[config.mk]
export PLATFORM = sky130hd
export DESIGN_NAME = serial_cmp_ctrl
export DESIGN_NICKNAME = d
export VERILOG_FILES = /design/src/rtl/serial_cmp_pkg.sv /design/src/rtl/cmp_bit_cell.sv /design/src/rtl/serial_cmp_ctrl.sv
export SDC_FILE = /design/constraint.sdc
export NUM_CORES = 1
export LEC_CHECK = 0
export BUFFER_PORTS_ARGS = -buffer_cell sky130_fd_sc_hd__clkbuf_2
export CELL_PAD_IN_SITES_DETAIL_PLACEMENT = 1
export CELL_PAD_IN_SITES_GLOBAL_PLACEMENT = 1
export CORE_MARGIN = 2
export CORE_UTILIZATION = 43
export DETAILED_ROUTE_END_ITERATION = 6
export GPL_TIMING_DRIVEN = 0
export PLACE_DENSITY_LB_ADDON = 0.1
export SYNTH_ARGS = -nofsm -noshare
export SYNTH_HDL_FRONTEND = slang
export SYNTH_SLANG_ARGS = --single-unit
[constraint.sdc]
create_clock -name clk -period 2.8 [get_ports clk]
set_input_delay 0.84 -clock clk [delete_from_list [all_inputs] [get_ports clk]]
set_output_delay 0.84 -clock clk [all_outputs]
set_load 0.01 [all_outputs]
[src/rtl/serial_cmp_pkg.sv]
// Shared types and sizing helpers for the bit-serial magnitude comparator.
//   state_e  : controller state (binary, 2 bits)
//   calc_cw  : width of the cycles counter for a given operand width
//   calc_iw  : width of the bit-index register for a given operand width
package serial_cmp_pkg;

  typedef enum logic [1:0] {
    IDLE    = 2'd0,
    COMPARE = 2'd1,
    DONE    = 2'd2
  } state_e;

  // Holds 0..WIDTH, since an equal compare uses WIDTH cycles.
  function automatic int calc_cw(input int w);
    return $clog2(w) + 1;
  endfunction

  // WIDTH=1 still needs a 1-bit index register (fixed at 0).
  function automatic int calc_iw(input int w);
    return (w > 1) ? $clog2(w) : 1;
  endfunction

endpackage

[src/rtl/cmp_bit_cell.sv]
// Purely combinational 1-bit comparator cell.
//   a, b : operand bits
//   g    : a > b
//   l    : a < b
//   e    : a == b
module cmp_bit_cell (
  input  logic a,
  input  logic b,
  output logic g,
  output logic l,
  output logic e
);

  assign g = a & ~b;
  assign l = ~a & b;
  assign e = ~(a ^ b);

endmodule

[src/rtl/serial_cmp_ctrl.sv]
// Bit-serial, MSB-first unsigned magnitude comparator. A single 1-bit cell
// is reused each cycle; the walk stops at the first differing bit.
//   clk, rst_n : clock, async active-low reset
//   start      : request, accepted only in IDLE
//   a_in, b_in : operands, captured on accepted start
//   busy       : high in COMPARE and DONE
//   done       : one-cycle pulse when gt/lt/eq/cycles are valid
//   gt, lt, eq : registered result, held until the next accepted start
//   cycles     : COMPARE cycles used by the last operation
module serial_cmp_ctrl
  import serial_cmp_pkg::*;
#(
  parameter int WIDTH = 8
) (
  input  logic                   clk,
  input  logic                   rst_n,
  input  logic                   start,
  input  logic [WIDTH-1:0]       a_in,
  input  logic [WIDTH-1:0]       b_in,
  output logic                   busy,
  output logic                   done,
  output logic                   gt,
  output logic                   lt,
  output logic                   eq,
  output logic [$clog2(WIDTH):0] cycles
);

  localparam int CW = calc_cw(WIDTH);
  localparam int IW = calc_iw(WIDTH);

  state_e           state_q, state_d;
  logic [WIDTH-1:0] a_q, a_d, b_q, b_d;
  logic [IW-1:0]    idx_q, idx_d;
  logic             gt_q, gt_d, lt_q, lt_d, eq_q, eq_d;
  logic [CW-1:0]    cyc_q, cyc_d;

  logic cell_g, cell_l, cell_e;
  logic last_bit;

  cmp_bit_cell u_cell (
    .a (a_q[idx_q]),
    .b (b_q[idx_q]),
    .g (cell_g),
    .l (cell_l),
    .e (cell_e)
  );

  assign last_bit = (idx_q == '0);

  // State register
  always_ff @(posedge clk or negedge rst_n) begin
    if (!rst_n) state_q <= IDLE;
    else        state_q <= state_d;
  end

  // Next-state logic
  always_comb begin
    state_d = state_q;
    case (state_q)
      IDLE:    if (start) state_d = COMPARE;
      COMPARE: if (cell_g || cell_l || last_bit) state_d = DONE;
      DONE:    state_d = IDLE;
      default: state_d = IDLE;
    endcase
  end

  // Moore outputs
  always_comb begin
    busy = 1'b0;
    done = 1'b0;
    case (state_q)
      COMPARE: busy = 1'b1;
      DONE: begin
        busy = 1'b1;
        done = 1'b1;
      end
      default: ;
    endcase
  end

  // Datapath next-state. cell_e is implied by !g && !l, so the eq decision
  // only needs the index check.
  always_comb begin
    a_d   = a_q;
    b_d   = b_q;
    idx_d = idx_q;
    gt_d  = gt_q;
    lt_d  = lt_q;
    eq_d  = eq_q;
    cyc_d = cyc_q;
    case (state_q)
      IDLE: begin
        if (start) begin
          a_d   = a_in;
          b_d   = b_in;
          idx_d = IW'(WIDTH - 1);
          gt_d  = 1'b0;
          lt_d  = 1'b0;
          eq_d  = 1'b0;
          cyc_d = '0;
        end
      end
      COMPARE: begin
        cyc_d = cyc_q + CW'(1);
        if (cell_g)        gt_d  = 1'b1;
        else if (cell_l)   lt_d  = 1'b1;
        else if (last_bit) eq_d  = cell_e;
        else               idx_d = idx_q - IW'(1);
      end
      default: ;
    endcase
  end

  always_ff @(posedge clk or negedge rst_n) begin
    if (!rst_n) begin
      a_q   <= '0;
      b_q   <= '0;
      idx_q <= '0;
      gt_q  <= 1'b0;
      lt_q  <= 1'b0;
      eq_q  <= 1'b0;
      cyc_q <= '0;
    end else begin
      a_q   <= a_d;
      b_q   <= b_d;
      idx_q <= idx_d;
      gt_q  <= gt_d;
      lt_q  <= lt_d;
      eq_q  <= eq_d;
      cyc_q <= cyc_d;
    end
  end

  assign gt     = gt_q;
  assign lt     = lt_q;
  assign eq     = eq_q;
  assign cycles = cyc_q;

endmodule
==> results.py, run 1 <==
metrics = {
    "global_route": {
        "grt_pass1_vias": 1133,
        "grt_pass1_wl_mm": 5.09,
        "gr-usage-all-layers_pct": 16.1,
        "grt_antenna_before_repair": 0,
        "grt_max_degree": 29,
        "grt_overflow": 0,
    },
    "synthesis": {
        "synth_area_um2": 1480,
        "ys_types": 30,
        "synth_warnings": 0,
        "ys_seq_area_share_pct": 47.3,
        "ys_ff_latch": 28,
        "syn_inst": 120,
        "avgSynthCellArea_um2": 12.4,
        "syn-num-nets": 149,
    },
    "placement": {
        "placed_cells": 193,
        "port_buffers": 27,
        "dp_hpwl_mm": 2.13,
        "gp_congestion": 0.831,
    },
    "pwr": {
        "power_density_nw_per_um2": 1040,
        "p_leak_uw": 0.000808,
        "finalPower_uw": 1780,
        "ir_worst_vdd_mv": 0.449,
    },
    "detailed_routing": {
        "drc": 0,
        "postRouteAntennaNets": 0,
        "drt_pre_antenna_iters": 3,
        "via_count": 1034,
        "drt_iter0_markers": 36,
        "wirelength_mm": 2.74,
        "viasPerCell": 5.25,
        "routedWlPerCell_um": 13.9,
    },
    "clock_tree": {
        "cts.repair.resized": 0,
        "htree_levels": 1,
        "cts_hold_buf": 0,
        "cts_tree": "built",
        "cts.path.max_buffers": 2,
        "clkTransAtPathRegs_ns": 0.16,
        "clk_latency_ns": 0.32,
        "cts.sinks": 28,
        "cts_buffers": 3,
        "ctsRootBufferMaster": "clkbuf_4",
        "post_cts_buffers": 0,
    },
    "critical_path": {
        "cp-start-kind": "register",
        "cp_cell_sequence": "buf_6 > mux4_2 > mux2i_1 > inv_1 > ha_1 > o21ai_0 > a21oi_1 > a311oi_1",
        "slowest_delay_ns": 0.49,
        "crit_arrival_ns": 2.65,
        "worst-path-buf-inv": 2,
        "worst_path_max_delay_cell": "mux4_2",
        "setup.worst_path.class": "reg2reg",
        "path_max_fanout": 7,
        "r2r_start": "idx_q[0]",
        "crit_path_start": "idx_q[0]",
        "required_ns": 3.02,
        "end_kind": "register",
        "cpLargestDelayFamily": "compound AO/OA/AOI/OAI gates",
    },
    "timing": {
        "hold_slack_ns": 0.510,
        "rsz0062_at_grt": "false",
        "timing.final.crit_share_pct": 86.6,
        "finalHoldViolCount": 0,
        "tightest_slew_ns": 0.692,
        "finalClockSkew_ns": 0.0124,
        "slew-limit-headroom_pct": 53.9,
        "setup_tns_ns": 0,
        "period_needed_ns": 2.42,
        "fmax_mhz": 413,
        "slew_viol_final": 0,
        "setup_viol": 0,
    },
    "final_layout": {
        "drive_gt1_share_pct": 35.1,
        "nets": 181,
        "fillers": 388,
        "syn_to_final_growth_pct": 15.4,
        "multi_input_area_um2": 722,
        "diodes": 0,
        "seqCellArea_um2": 701,
        "final-instance-count-excl-fill": 197,
    },
    "floorplan": {
        "die_h_um": 62.7,
        "coreArea_um2": 3340,
        "num_io_pins": 28,
        "start_util_pct": 44.4,
        "row_count": 21,
        "fp.dieArea_um2": 3930,
        "fp.dieW_um": 62.7,
    },
    "job": {
        "max_cap_violations": 0,
    },
    "min_path": {
        "hold_start": "a_q[2]",
        "hold_class": "reg2reg",
    },
    "outcome": {
        "status": "completed",
    },
}
registers in the layout, summed over array words and instances, names as in the netlist:
register	flops
state_q	2
b_q	8
cycles	4
lt	1
gt	1
idx_q	3
eq	1
a_q	8
area by class of cell:
type | instances | area share, %
Timing Repair Buffer | 27 | 7.89
Buffer | 4 | 1.54
Tap cell | 46 | 3.36
Inverter | 9 | 1.97
Clock buffer | 4 | 2.12
Multi-Input combinational cell | 79 | 42.2
Sequential cell | 28 | 40.9
cell usage after synthesis:
library cell	instances	area, µm²
nor4_1	1	6.26
nand3_1	3	15.0
dfrtp_1	28	701
o31ai_1	2	15.0
a32o_1	2	20.0
mux2_2	12	135
nor2_1	3	11.3
a31o_2	1	8.76
o21a_1	1	7.51
buf_6	1	11.3
a311oi_1	1	8.76
o21ai_0	4	20.0
buf_2	3	15.0
a211oi_1	2	15.0
nand2_2	1	6.26
a22o_1	1	8.76
o32a_1	1	10.0
mux2i_1	3	30.0
o32ai_1	1	8.76
a31oi_1	2	12.5
inv_1	9	33.8
mux4_2	4	90.1
ha_1	10	125
nand2b_1	4	25.0
nand2_1	5	18.8
nor2b_1	2	12.5
nor3_1	1	5.00
a21oi_1	4	20.0
nand3b_1	1	7.51
mux2_1	7	78.8
metal layers:
metal / vias up / part of all wire (%) / global-route usage [%]
li1: 496 / - / -
met1: 519 / 43 / 18.6
met2: 17 / 53 / 30.1
met3: 2 / 3.2 / 2.16
met4: 0 / 1.1 / 6.11
met5: - / 0 / 0
path summary, 6_finish.rpt:
kind / to / slack, ns / depth (start not counted)
worst max-delay path: idx_q[1] / 0.38 / 8
worst min-delay path: a_q[2] / 0.51 / 1
worst max register to register: idx_q[1] / 0.38 / 8
worst min register to register: a_q[2] / 0.51 / 1
max in group asynchronous: b_q[7] / 1.82 / 1
min in group asynchronous: eq / 0.53 / 1
report_power, final:
part,leakage (µW),switching [µW],total [µW],internal (µW)
combinational,0.000452,444,893,449
clock,0.0000210,117,196,79.4
sequential,0.000335,115,695,580
total,0.000808,676,1780,1110
cell usage in the layout, fill, tap and decap left out, types with 4 or more instances in the layout:
cell / count
clkbuf_2: 27
dfrtp_1: 28
mux4_2: 4
ha_1: 10
mux2_2: 12
nand2b_1: 4
o21ai_0: 4
inv_1: 9
a21oi_1: 4
nand2_1: 5
mux2_1: 7
stage by stage:
| step | util, % | area (µm²) | worst slack, ns |
|---|---|---|---|
| floorplan | - | 1480 | 0.680 |
| global placement | 50.2 | 1680 | 0.425 |
| detailed placement | 50.2 | 1680 | 0.401 |
| CTS | 51.3 | 1710 | 0.347 |
| global route | 51.3 | 1710 | 0.191 |
| finish | 51.3 | 1710 | 0.376 |
cell families after synthesis:
logic type | after synthesis | share of synthesized area [%]
and+or+nand+nor | 21 | 7.26
adders and majority gates | 10 | 8.44
buffers and inverters | 13 | 4.05
DFF | 28 | 47.3
muxes | 26 | 22.5
AOI/OAI and AO/OA | 22 | 10.5
Note: power is estimated with default switching activity, not from simulation.
==> run 2: changes to the inputs <==
--- a/config.mk
+++ b/config.mk
@@ -9,7 +9,7 @@
 export CELL_PAD_IN_SITES_DETAIL_PLACEMENT = 1
 export CELL_PAD_IN_SITES_GLOBAL_PLACEMENT = 1
 export CORE_MARGIN = 2
-export CORE_UTILIZATION = 43
+export CORE_UTILIZATION = 39
 export DETAILED_ROUTE_END_ITERATION = 6
 export GPL_TIMING_DRIVEN = 0
 export PLACE_DENSITY_LB_ADDON = 0.1
==> constraint.sdc (replaced) <==
create_clock -name clk -period 2.2 [get_ports clk]
set_input_delay 0.66 -clock clk [delete_from_list [all_inputs] [get_ports clk]]
set_output_delay 0.66 -clock clk [all_outputs]
set_load 0.01 [all_outputs]
==> run 2 against run 1 <==
Against the previous run:
- cell area is 8.9% higher
- sequential share of layout area is 3.4 points lower
- critical path type unchanged
- count of clock-buffer cells in the layout stayed put
- critical path depth is 1 lower
- utilization is 0.37 points lower
- worst hold slack worse by 0.10 ns
- highest routed layer unchanged
==> results.py, run 2 (same netlist as run 1, synthesis figures left out) <==
metrics = {
    "timing": {
        "slew_viol_final": 0,
        "finalClockSkew_ns": 0.00163,
        "period_needed_ns": 2.19,
        "tightest_slew_ns": 0.908,
        "fmax_mhz": 457,
        "finalHoldViolCount": 0,
        "timing.final.crit_share_pct": 99.5,
        "setup_viol": 0,
        "slew-limit-headroom_pct": 37.7,
        "rsz0062_at_grt": "true",
    },
    "critical_path": {
        "cp-start-kind": "register",
        "crit_arrival_ns": 2.36,
        "required_ns": 2.37,
        "end_kind": "register",
        "rrSetupSlack_ns": 0.01,
        "setup.worst_path.class": "reg2reg",
        "reg2reg_depth": 7,
        "path_max_fanout": 6,
    },
    "detailed_routing": {
        "wirelength_mm": 3.29,
        "routedWlPerCell_um": 16.3,
        "drt_iter0_markers": 32,
        "via_count": 1071,
        "drt_pre_antenna_iters": 4,
        "postRouteAntennaNets": 0,
        "drc": 0,
        "viasPerCell": 5.30,
    },
    "placement": {
        "placed_cells": 195,
        "gp_congestion": 0.828,
        "dpl_cell_area_um2": 1680,
        "port_buffers": 27,
        "dp_hpwl_mm": 2.21,
    },
    "final_layout": {
        "drive_gt1_share_pct": 45.5,
        "diodes": 0,
        "final-instance-count-excl-fill": 202,
        "layout_common_cells": "28 x dfrtp_1, 27 x clkbuf_2, 12 x mux2_2, 8 x ha_1, 7 x inv_1",
        "syn_to_final_growth_pct": 25.7,
        "final_area_um2": 1860,
        "nets": 184,
        "mostFrequentLayoutCell": "dfrtp_1",
    },
    "pwr": {
        "clkPwrFrac_pct": 11.7,
        "internal-power_uw": 1730,
        "finalPower_uw": 2830,
        "comb_power_share_pct": 56.3,
        "p_leak_uw": 0.000835,
        "switching_share_pct": 39.0,
        "power_density_nw_per_um2": 1520,
        "ir_worst_vdd_mv": 0.731,
        "power.switching_uw": 1110,
        "seq_power_share_pct": 32.0,
    },
    "min_path": {
        "hold_class": "in2async",
    },
    "floorplan": {
        "fp.dieArea_um2": 4310,
        "coreArea_um2": 3660,
        "fp.dieW_um": 65.7,
        "num_io_pins": 28,
        "row_count": 22,
        "start_util_pct": 40.5,
        "die_h_um": 65.7,
    },
    "clock_tree": {
        "cts_tree": "built",
        "cts.sinks": 28,
        "ctsRootBufferMaster": "clkbuf_8",
        "cts.path.max_buffers": 2,
        "htree_levels": 1,
        "cts_buffers": 3,
        "clkTransAtPathRegs_ns": 0.10,
        "cts_hold_buf": 0,
        "clk_latency_ns": 0.28,
    },
    "global_route": {
        "grt_pass1_vias": 1143,
        "gr-usage-all-layers_pct": 17.2,
        "grt_max_degree": 29,
        "grt_pass1_wl_mm": 5.55,
        "grt_overflow": 0,
        "grt_antenna_before_repair": 0,
    },
    "outcome": {
        "status": "completed",
    },
    "job": {
        "max_cap_violations": 0,
    },
}
==> run 2: cell types whose count changed in the layout (fill, tap and decap cells not counted), sizes merged <==
cell	delta
buf	+3
==> run 2: timing repair <==
item / in CTS / in global routing
pin swaps: 3 / 4
endpoints found under the setup margin: 6 / 6
endpoints found under the hold margin: 0 / 0
setup buffers: 2 / 1
resized for setup: 17 / 4
==> run 2: critical path, stage by stage, from the launching register on <==
cell and delay [ns]:
dfrtp_1 0.36, buf_6 0.14, mux4_2 0.52, mux2i_4 0.22
inv_2 0.07, ha_4 0.18, o21a_4 0.23, o32a_1 0.35
==> run 2: routing by layer <==
layer / part of all wire (%) / routed length [µm] / track usage (%) / vias to the layer above
met5: 0 / 0 / 0 / -
met4: 1.6 / 54 / 6.51 / 0
met3: 2.6 / 87 / 2.57 / 5
met2: 52 / 1700 / 30.2 / 20
met1: 44 / 1450 / 21.2 / 545
li1: - / - / - / 501
==> run 2: power groups by stage <==
| stage | sequential [µW] | combinational, µW | clock (µW) |
|---|---|---|---|
| after floorplan | 877 | 869 | 0 |
| after global placement | 892 | 1120 | 0 |
| after detailed placement | 913 | 1160 | 0 |
| after CTS | 905 | 1500 | 334 |
| after global routing | 937 | 1740 | 355 |
| final | 905 | 1600 | 331 |
==> run 2: area by class of cell <==
cell class,count,area (µm²)
plain buffers,4,26.3
clock buffers,4,55.1
fillers,397,1800
inverters,9,33.8
multi-input cells,79,831
flip-flops and latches,28,701
well taps,48,60.1
repair buffers,30,158
==> run 2: path summary, 6_finish.rpt <==
check | end | startpoint
min | state_q[1] | rst_n
min in group clk | a_q[2] | a_q[2]
max in group asynchronous | b_q[3] | rst_n
max reg2reg | idx_q[0] | idx_q[0]
min reg2reg | a_q[2] | a_q[2]
max | idx_q[0] | idx_q[0]
==> run 2: through the flow <==
step / util, % / setup TNS [ns] / setup slack, ns / hold WS, ns
2_1_floorplan: - / 0 / 0.0799 / 0.364
3_3_place_gp: 45.8 / -0.531 / -0.189 / 0.469
3_5_place_dp: 45.8 / -0.602 / -0.199 / 0.475
4_1_cts: 50.2 / 0 / 0.00265 / 0.445
5_1_grt: 50.9 / -0.194 / -0.0437 / 0.456
6_report: 50.9 / 0 / 0.0108 / 0.406
